### config.mk
export PLATFORM = sky130hd
export DESIGN_NAME = store_rmw_flat
export DESIGN_NICKNAME = d
export VERILOG_FILES = /design/src/rtl/store_rmw_if.sv /design/src/rtl/store_rmw.sv /design/src/flat_wrapper.sv
export SDC_FILE = /design/constraint.sdc
export NUM_CORES = 1
export LEC_CHECK = 0
export CORE_MARGIN = 2
export CORE_UTILIZATION = 25
export CTS_BUF_LIST = sky130_fd_sc_hd__clkbuf_2
export CTS_CLUSTER_DIAMETER = 120
export DETAILED_ROUTE_END_ITERATION = 10
export PLACE_DENSITY = 0.61
export SYNTH_ARGS = -nofsm -noshare
export SYNTH_HDL_FRONTEND = slang
export SYNTH_SLANG_ARGS = --single-unit
export TNS_END_PERCENT = 20
### constraint.sdc
create_clock -name clk -period 1.7 [get_ports clk]
set_input_delay 0.255 -clock clk [delete_from_list [all_inputs] [get_ports clk]]
set_output_delay 0.255 -clock clk [all_outputs]
set_load 0.02 [all_outputs]
### src/rtl/store_rmw_if.sv
// Store-side interface for store_rmw: the core request plus the word-wide memory port.
// The slave modport is the RMW engine; the master modport is the core and memory side.
interface store_rmw_if;
  logic        req;
  logic [2:0]  funct3;
  logic [31:0] addr;
  logic [31:0] wdata;
  logic        busy;
  logic        done;
  logic        err;
  logic [31:0] mem_addr;
  logic [31:0] mem_rd;
  logic [31:0] mem_wd;
  logic        mem_we;

  modport slave (
    input  req, funct3, addr, wdata, mem_rd,
    output busy, done, err, mem_addr, mem_wd, mem_we
  );

  modport master (
    output req, funct3, addr, wdata, mem_rd,
    input  busy, done, err, mem_addr, mem_wd, mem_we
  );
endinterface

### src/rtl/store_rmw.sv
// Byte/halfword/word store engine over a word-only memory: sub-word stores read the
// containing word, splice in the new lane and write it back.
module store_rmw (
  input  logic         clk,
  input  logic         rst,
  store_rmw_if.slave   bus
);

  typedef enum logic [2:0] {IDLE, READ, MERGE, WRITE, DONE} state_e;

  localparam logic [2:0] F3_SB = 3'b000;
  localparam logic [2:0] F3_SH = 3'b001;
  localparam logic [2:0] F3_SW = 3'b010;

  state_e      state_q, state_d;
  logic [31:0] addr_q, addr_d;
  logic [2:0]  f3_q, f3_d;
  logic [31:0] wd_q, wd_d;
  logic [31:0] merge_q, merge_d;
  logic        errf_q, errf_d;

  logic        busy_q, done_q, err_q, we_q;
  logic        bad_req;
  logic [31:0] lane_word;

  // Misaligned or unknown-width stores are rejected at acceptance time.
  always_comb begin
    bad_req = 1'b0;
    case (bus.funct3)
      F3_SB:   bad_req = 1'b0;
      F3_SH:   bad_req = bus.addr[0];
      F3_SW:   bad_req = (bus.addr[1:0] != 2'b00);
      default: bad_req = 1'b1;
    endcase
  end

  // Little-endian lane splice; bits outside the lane pass through from memory.
  always_comb begin
    lane_word = bus.mem_rd;
    if (f3_q == F3_SB) begin
      case (addr_q[1:0])
        2'd0:    lane_word[7:0]   = wd_q[7:0];
        2'd1:    lane_word[15:8]  = wd_q[7:0];
        2'd2:    lane_word[23:16] = wd_q[7:0];
        default: lane_word[31:24] = wd_q[7:0];
      endcase
    end else begin
      if (addr_q[1]) lane_word[31:16] = wd_q[15:0];
      else           lane_word[15:0]  = wd_q[15:0];
    end
  end

  always_comb begin
    state_d = state_q;
    addr_d  = addr_q;
    f3_d    = f3_q;
    wd_d    = wd_q;
    merge_d = merge_q;
    errf_d  = errf_q;
    case (state_q)
      IDLE: begin
        if (bus.req) begin
          addr_d = bus.addr;
          f3_d   = bus.funct3;
          wd_d   = bus.wdata;
          errf_d = bad_req;
          if (bad_req)                  state_d = DONE;
          else if (bus.funct3 == F3_SW) state_d = WRITE;
          else                          state_d = READ;
        end
      end
      READ:  state_d = MERGE;
      MERGE: begin
        merge_d = lane_word;
        state_d = WRITE;
      end
      WRITE: state_d = DONE;
      DONE:  state_d = IDLE;
      default: state_d = IDLE;
    endcase
  end

  // Handshake outputs are registered from the next state so they change only with it.
  always_ff @(posedge clk) begin
    if (rst) begin
      state_q <= IDLE;
      addr_q  <= '0;
      f3_q    <= '0;
      wd_q    <= '0;
      merge_q <= '0;
      errf_q  <= 1'b0;
      busy_q  <= 1'b0;
      done_q  <= 1'b0;
      err_q   <= 1'b0;
      we_q    <= 1'b0;
    end else begin
      state_q <= state_d;
      addr_q  <= addr_d;
      f3_q    <= f3_d;
      wd_q    <= wd_d;
      merge_q <= merge_d;
      errf_q  <= errf_d;
      busy_q  <= (state_d != IDLE);
      done_q  <= (state_d == DONE);
      err_q   <= (state_d == DONE) && errf_d;
      we_q    <= (state_d == WRITE);
    end
  end

  assign bus.busy     = busy_q;
  assign bus.done     = done_q;
  assign bus.err      = err_q;
  assign bus.mem_we   = we_q;
  assign bus.mem_addr = {addr_q[31:2], 2'b00};
  assign bus.mem_wd   = (f3_q == F3_SW) ? wd_q : merge_q;

endmodule

### src/flat_wrapper.sv
// flat-port wrapper written by rule: the top's interface ports become plain ports
module store_rmw_flat 
  (clk, rst, bus_req, bus_funct3, bus_addr, bus_wdata, bus_mem_rd, bus_busy, bus_done, bus_err, bus_mem_addr, bus_mem_wd, bus_mem_we);
  store_rmw_if bus_i ();
  input  logic clk;
  input  logic rst;
  input wire logic [$bits(bus_i.req)-1:0] bus_req;
  input wire logic [$bits(bus_i.funct3)-1:0] bus_funct3;
  input wire logic [$bits(bus_i.addr)-1:0] bus_addr;
  input wire logic [$bits(bus_i.wdata)-1:0] bus_wdata;
  input wire logic [$bits(bus_i.mem_rd)-1:0] bus_mem_rd;
  output wire logic [$bits(bus_i.busy)-1:0] bus_busy;
  output wire logic [$bits(bus_i.done)-1:0] bus_done;
  output wire logic [$bits(bus_i.err)-1:0] bus_err;
  output wire logic [$bits(bus_i.mem_addr)-1:0] bus_mem_addr;
  output wire logic [$bits(bus_i.mem_wd)-1:0] bus_mem_wd;
  output wire logic [$bits(bus_i.mem_we)-1:0] bus_mem_we;
  assign bus_i.req = bus_req;
  assign bus_i.funct3 = bus_funct3;
  assign bus_i.addr = bus_addr;
  assign bus_i.wdata = bus_wdata;
  assign bus_i.mem_rd = bus_mem_rd;
  assign bus_busy = bus_i.busy;
  assign bus_done = bus_i.done;
  assign bus_err = bus_i.err;
  assign bus_mem_addr = bus_i.mem_addr;
  assign bus_mem_wd = bus_i.mem_wd;
  assign bus_mem_we = bus_i.mem_we;
  store_rmw u_core (.clk(clk), .rst(rst), .bus(bus_i));
endmodule
==> reports/metrics.yaml, run 1 <==
logic_synthesis:
  synth_compound_area_frac: 0.224
  synth_flop_cell: "dfxtp_1"
  synth-adder-area-share: 0
  ys_types: 35
  async_flop_share: 0
  synth_top_family_by_area: "compound AO/OA/AOI/OAI gates"
  synth_edf_count: 0
  yosys_warnings: 0
  synth_xor_area_frac: 0
  synthSimpleGateAreaFrac: 0.167
  syn_area_mm2: 0.00505
  netlist_instances: 631
  synth_seq_cells: 107
  ys_seq_area_frac: 0.424
  syn_area_per_cell_um2: 8.01
  synth.area.mux_share: 0.0872
layout:
  final_common_cell: "nand2_1"
  fill_cells: 2129
  layout-drive-gt1-share: 0.204
  nNetsFinal: 881
  final_util: 0.369
  regArea_mm2: 0.00215
  syn_to_final_growth_pct: 46.5
  multi_input_area_mm2: 0.00255
  final_cell_mix: "nand2_1 (134), a21oi_1 (104), dfxtp_1 (104)"
sta:
  tightest_slew_ps: 760
  slew_headroom: 0.493
  finClkSkew_ps: 45.5
  hold_viol_final: 0
  setup_viol: 50
  layout_setup_ws_ps: -672
  fin_crit_ps: 2370
  rsz0062_at_grt: "true"
  fin_crit_sh: 1.40
  drv_slew: 0
  fin_tns_setup_ps: -21300
  fmax_ghz: 0.422
cts:
  clk_latency_ps: 630
  root_buffer: "clkbuf_2"
  h-tree-depth: 3
  clock_path_buffers: 2
  cts_buffers: 9
  cts_sinks: 107
  cts_tree: "yes"
  clkTransAtPathRegs_ps: 330
route:
  drt_iter0_markers: 390
  drtPass1Iterations: 4
  routed_wl_um: 17100
  avgRoutedWirePerCell_um: 16.2
  drcViolationCount: 0
  vias: 5005
  detail-route-antenna-nets: 0
  vias_per_cell: 4.74
grt:
  overflow: 0
  grt_pass1_vias: 4750
  antenna_found_initial: 1
  grt_pass1_wl_um: 26800
  grt_max_degree: 38
  track_usage: 0.158
setup_path:
  cp.arrival_ps: 2120
  start_kind: "flip-flop"
  cp_cell_sequence: "nor3b_4 > buf_6 > buf_12 > buf_16 > mux2_4 > buf_6"
  reg2reg_setup_slack_ps: -120
  cp.required_ps: 1440
  crit_fanout: 5
  slowest_delay_ps: 410
  cp-end-kind: "output pin"
  critPathKind: "reg -> out"
  crit_slowest_cell: "dfxtp_2"
  crit_path_frequent_cell: "buf_6"
pwr:
  peakVddDrop_uv: 360
  leakage_nw: 3.00
  power_density_mw_per_mm2: 803
status:
  status: "finished, violations left"
  violations: "negative setup slack"
hold_path:
  min_path_type: "in -> reg"
die:
  rows: 52
  die_w_um: 146
  initial_core_util: 0.252
  die_y_um: 146
  ios: 170
  core-area_mm2: 0.0200
  die-area_mm2: 0.0214
place:
  preCtsSetupSlack_ps: -369
  dp_hpwl_um: 11900
  io_buffer_count: 167
  gp_congestion: 0.832
flow_run:
  maxCapViolations: 0
## through the flow
stage	power (mW)	hold WS (ps)	instance area, um2	instances
after floorplan	3.73	391	5060	632
after global placement	4.46	440	7030	1030
after detailed placement	4.48	446	7030	1030
after CTS	5.99	66.7	7390	1054
after global routing	6.26	44.9	7400	1056
final	5.95	117	7400	1056
## Yosys cell counts, drive strengths merged (8+ instances only)
cell type	count	area share
a21oi	104	0.10
a31oi	40	0.050
buf	46	0.063
clkbuf	42	0.031
dfxtp	107	0.42
mux2	32	0.071
mux2i	8	0.016
nand2	134	0.10
nand3	16	0.016
nor2b	17	0.021
o21ai	49	0.049
o311a	8	0.016
## final timing paths
check,from,cells after the start,end
worst max-delay path,u_core.f3_q[2],6,bus_mem_wd[9]
worst min-delay path,bus_wdata[29],3,u_core.wd_q[29]
worst max register to register,u_core.f3_q[2],5,u_core.merge_q[1]
worst min register to register,u_core.addr_q[25],2,u_core.addr_q[25]
## report_power, final
group	internal [mW]	switching [mW]
clock network	0.511	0.922
registers	2.70	0.106
logic	0.829	0.872
## worst max-delay path: cells and delay by family, from the launching register on
kind                   cells  cell delay, ps
AND/OR/NAND/NOR            1             220
multiplexers               1             330
buffers and inverters      4             530
flip-flops                 1             410
## cell type report
| cell class | instances | share of cell area |
|---|---|---|
| Antenna cell | 2 | 0.000676 |
| Clock buffer | 10 | 0.00676 |
| Clock inverter | 6 | 0.0130 |
| Inverter | 4 | 0.00203 |
| Multi-Input combinational cell | 433 | 0.345 |
| Sequential cell | 107 | 0.290 |
| Tap cell | 270 | 0.0456 |
| Timing Repair Buffer | 224 | 0.297 |
## cell families after synthesis
family / count (synthesis)
buffers and inverters: 92
AND/OR/NAND/NOR: 186
other: 1
flip-flops: 107
AO/OA/AOI/OAI: 205
multiplexers: 40
## sequential cells by signal, summed over array words and instances, names as in the netlist
signal,count
u_core.merge_q,32
u_core.errf_q,1
u_core.bus.err,1
u_core.bus.busy,1
u_core.addr_q,32
u_core.bus.mem_we,1
u_core.f3_q,3
u_core.state_q,3
u_core.bus.done,1
u_core.wd_q,32
## layer usage
metal  global-route usage  part of all wire
met1                0.210              0.45
met2                0.254              0.46
met3               0.0444             0.074
met4               0.0417             0.015
met5                    0                 0
## what timing repair did
item,4_1_cts,5_1_grt
resized for setup,245,44
endpoints found under the hold margin,2,0
setup buffers,4,0
hold buffers,1,0
pin swaps,1,1
gates cloned,3,0
setup endpoints to repair,87,108
Note: power is estimated with default switching activity, not from simulation.
==> inputs of run 2 (changes only) <==
--- a/config.mk
+++ b/config.mk
@@ -10,7 +10,7 @@
 export CTS_BUF_LIST = sky130_fd_sc_hd__clkbuf_2
 export CTS_CLUSTER_DIAMETER = 120
 export DETAILED_ROUTE_END_ITERATION = 10
-export PLACE_DENSITY = 0.61
+export PLACE_DENSITY = 0.59
 export SYNTH_ARGS = -nofsm -noshare
 export SYNTH_HDL_FRONTEND = slang
 export SYNTH_SLANG_ARGS = --single-unit
==> constraint.sdc (replaced) <==
create_clock -name clk -period 2.86 [get_ports clk]
set_input_delay 0.429 -clock clk [delete_from_list [all_inputs] [get_ports clk]]
set_output_delay 0.429 -clock clk [all_outputs]
set_load 0.02 [all_outputs]
==> reports/metrics.yaml, run 2 (synthesized netlist as in run 1, its figures left out) <==
sta:
  rsz0062_at_grt: "false"
  layout_setup_ws_ps: 143  # +814 ps
  tightest_slew_ps: 920  # +160 ps
  finClkSkew_ps: 47.5  # +2.01 ps
  fin_crit_sh: 0.950
  fin_crit_ps: 2720
  hold_slack_ps: 197  # +80.8 ps
  hold_viol_final: 0  # unchanged
  drv_slew: 0  # unchanged
  fmax_ghz: 0.368
  setup_viol: 0  # -100%
  slew_headroom: 0.386  # -0.107
route:
  detail-route-antenna-nets: 0  # unchanged
  drtPass1Iterations: 5  # +1
  routed_wl_um: 16800  # -1.7%
  vias: 4788  # -4.3%
  drcViolationCount: 0  # unchanged
  vias_per_cell: 4.70  # -0.76%
  drt_iter0_markers: 403  # +3.3%
  avgRoutedWirePerCell_um: 16.5  # +1.9%
hold_path:
  min_from: "rst"
  min_path_type: "in -> reg"
setup_path:
  worstReg2RegStart: "u_core.f3_q[2]"
  crit_slowest_cell: "dfxtp_2"
  critPathKind: "reg -> out"
  crit_buf_inv: 3  # -1
  slowest_delay_ps: 410  # about the same
  crit_fanout: 12  # +7
  cp.required_ps: 2430  # +990 ps
  cp-end-kind: "output pin"
  cp_cell_sequence: "nor3b_4 > buf_6 > clkbuf_16 > mux2_2 > clkdlybuf4s15_1"
  cp_top_family: "buffers and inverters"
  cp.arrival_ps: 2290  # +170 ps
  start_kind: "flip-flop"
  startpoint: "u_core.f3_q[0]"
pwr:
  leakage_nw: 2.76  # -7.8%
  peakVddDrop_uv: 186  # -48%
  power_density_mw_per_mm2: 486  # -40%
die:
  die-area_mm2: 0.0214  # unchanged
  ios: 170  # unchanged
  rows: 52  # unchanged
  die_w_um: 146  # unchanged
  core-area_mm2: 0.0200  # unchanged
  initial_core_util: 0.252  # unchanged
  die_y_um: 146  # unchanged
cts:
  hold_buffers: 0  # -1
  clk_latency_ps: 640  # about the same
  h-tree-depth: 3  # unchanged
  clkTransAtPathRegs_ps: 350  # +20 ps
  cts_buffers: 9  # unchanged
  cts_sinks: 107  # unchanged
  cts_tree: "yes"
  clock_path_buffers: 2  # unchanged
  root_buffer: "clkbuf_2"
layout:
  final_util: 0.346  # -0.0232
  layout-drive-gt1-share: 0.110  # -0.0943
  syn_to_final_growth_pct: 37.3
  fill_cells: 2163  # +1.6%
  design_area_mm2: 0.00694  # -6.3%
  nNetsFinal: 844  # -4.2%
  final_cell_mix: "nand2_1 (134), clkdlybuf4s50_1 (134), a21oi_1 (104), dfxtp_1 (104), o21ai_0 (49)"
  stdcell_count: 1018  # -3.6%
  reg_top3: "u_core.addr_q: 32 flops, u_core.merge_q: 32 flops, u_core.wd_q: 32 flops"
grt:
  grt_pass1_vias: 4567  # -3.9%
  grt_max_degree: 54  # +42%
  met1_usage: 0.198  # -0.0126
  grt_pass1_wl_um: 25700  # -4.4%
  met3_usage: 0.0444  # unchanged
  antenna_found_initial: 1  # unchanged
  use_met2: 0.242  # -0.0120
  overflow: 0  # unchanged
  grt-busiest-layer: "met2"
  track_usage: 0.152  # -0.00619
place:
  preCtsSetupSlack_ps: 572  # +940 ps
  dp_hpwl_um: 11400  # -4.0%
  dpl_cell_area_mm2: 0.00675  # -4.1%
  dpl.cell_count: 999  # -3.0%
  io_buffer_count: 167  # unchanged
  gp_congestion: 0.797  # -4.2%
flow_run:
  maxCapViolations: 0  # unchanged
status:
  status: "complete, no violations"
==> run 2: metal layers <==
metal | vias to the layer above | wire length [um]
met5 | - | 0
met4 | 0 | 363
met3 | 23 | 1170
met2 | 165 | 7570
met1 | 2213 | 7680
li1 | 2387 | -
==> run 2: cell type report <==
| class | instances | area, um2 | area share |
|---|---|---|---|
| repair buffers | 187 | 1850 | 0.267 |
| inverters | 4 | 15.0 | 0.00216 |
| clock inverters | 7 | 85.1 | 0.0123 |
| multi-input cells | 433 | 2450 | 0.354 |
| clock buffers | 9 | 45.0 | 0.00649 |
| well taps | 270 | 338 | 0.0487 |
| flip-flops and latches | 107 | 2150 | 0.309 |
| diodes | 1 | 2.50 | 0.000361 |
==> run 2: timing repair <==
item	4_1_cts	5_1_grt
setup endpoints to repair	24	7
hold endpoints to repair	0	0
gates resized for setup	29	24
cloned	0	1
pin swaps	0	1
buffers inserted	0	1
==> run 2: worst register-to-register path: stages (launching register included) <==
cell and delay (ps):
dfxtp_2 400, buf_4 180, or4b_2 910, a31oi_1 260
a21oi_1 90
==> run 2: worst paths after layout <==
| check | slack, ps | cells after the start | to |
|---|---|---|---|
| setup / recovery | 140 | 5 | bus_mem_wd[14] |
| hold / removal | 200 | 2 | u_core.wd_q[28] |
| setup reg to reg | 950 | 4 | u_core.merge_q[4] |
| hold reg to reg | 470 | 2 | u_core.addr_q[12] |
==> run 2: power breakdown <==
part | total (mW) | switching [mW] | internal, mW
Combinational | 0.869 | 0.460 | 0.409
Clock | 0.800 | 0.580 | 0.220
Sequential | 1.70 | 0.0916 | 1.61
==> run 2: per-stage QoR <==
step	total power, mW	setup TNS (ps)
floorplan	2.22	0
detailed placement	2.60	0
finish	3.37	0
global placement	2.60	0
CTS	3.42	-463
global route	3.57	0
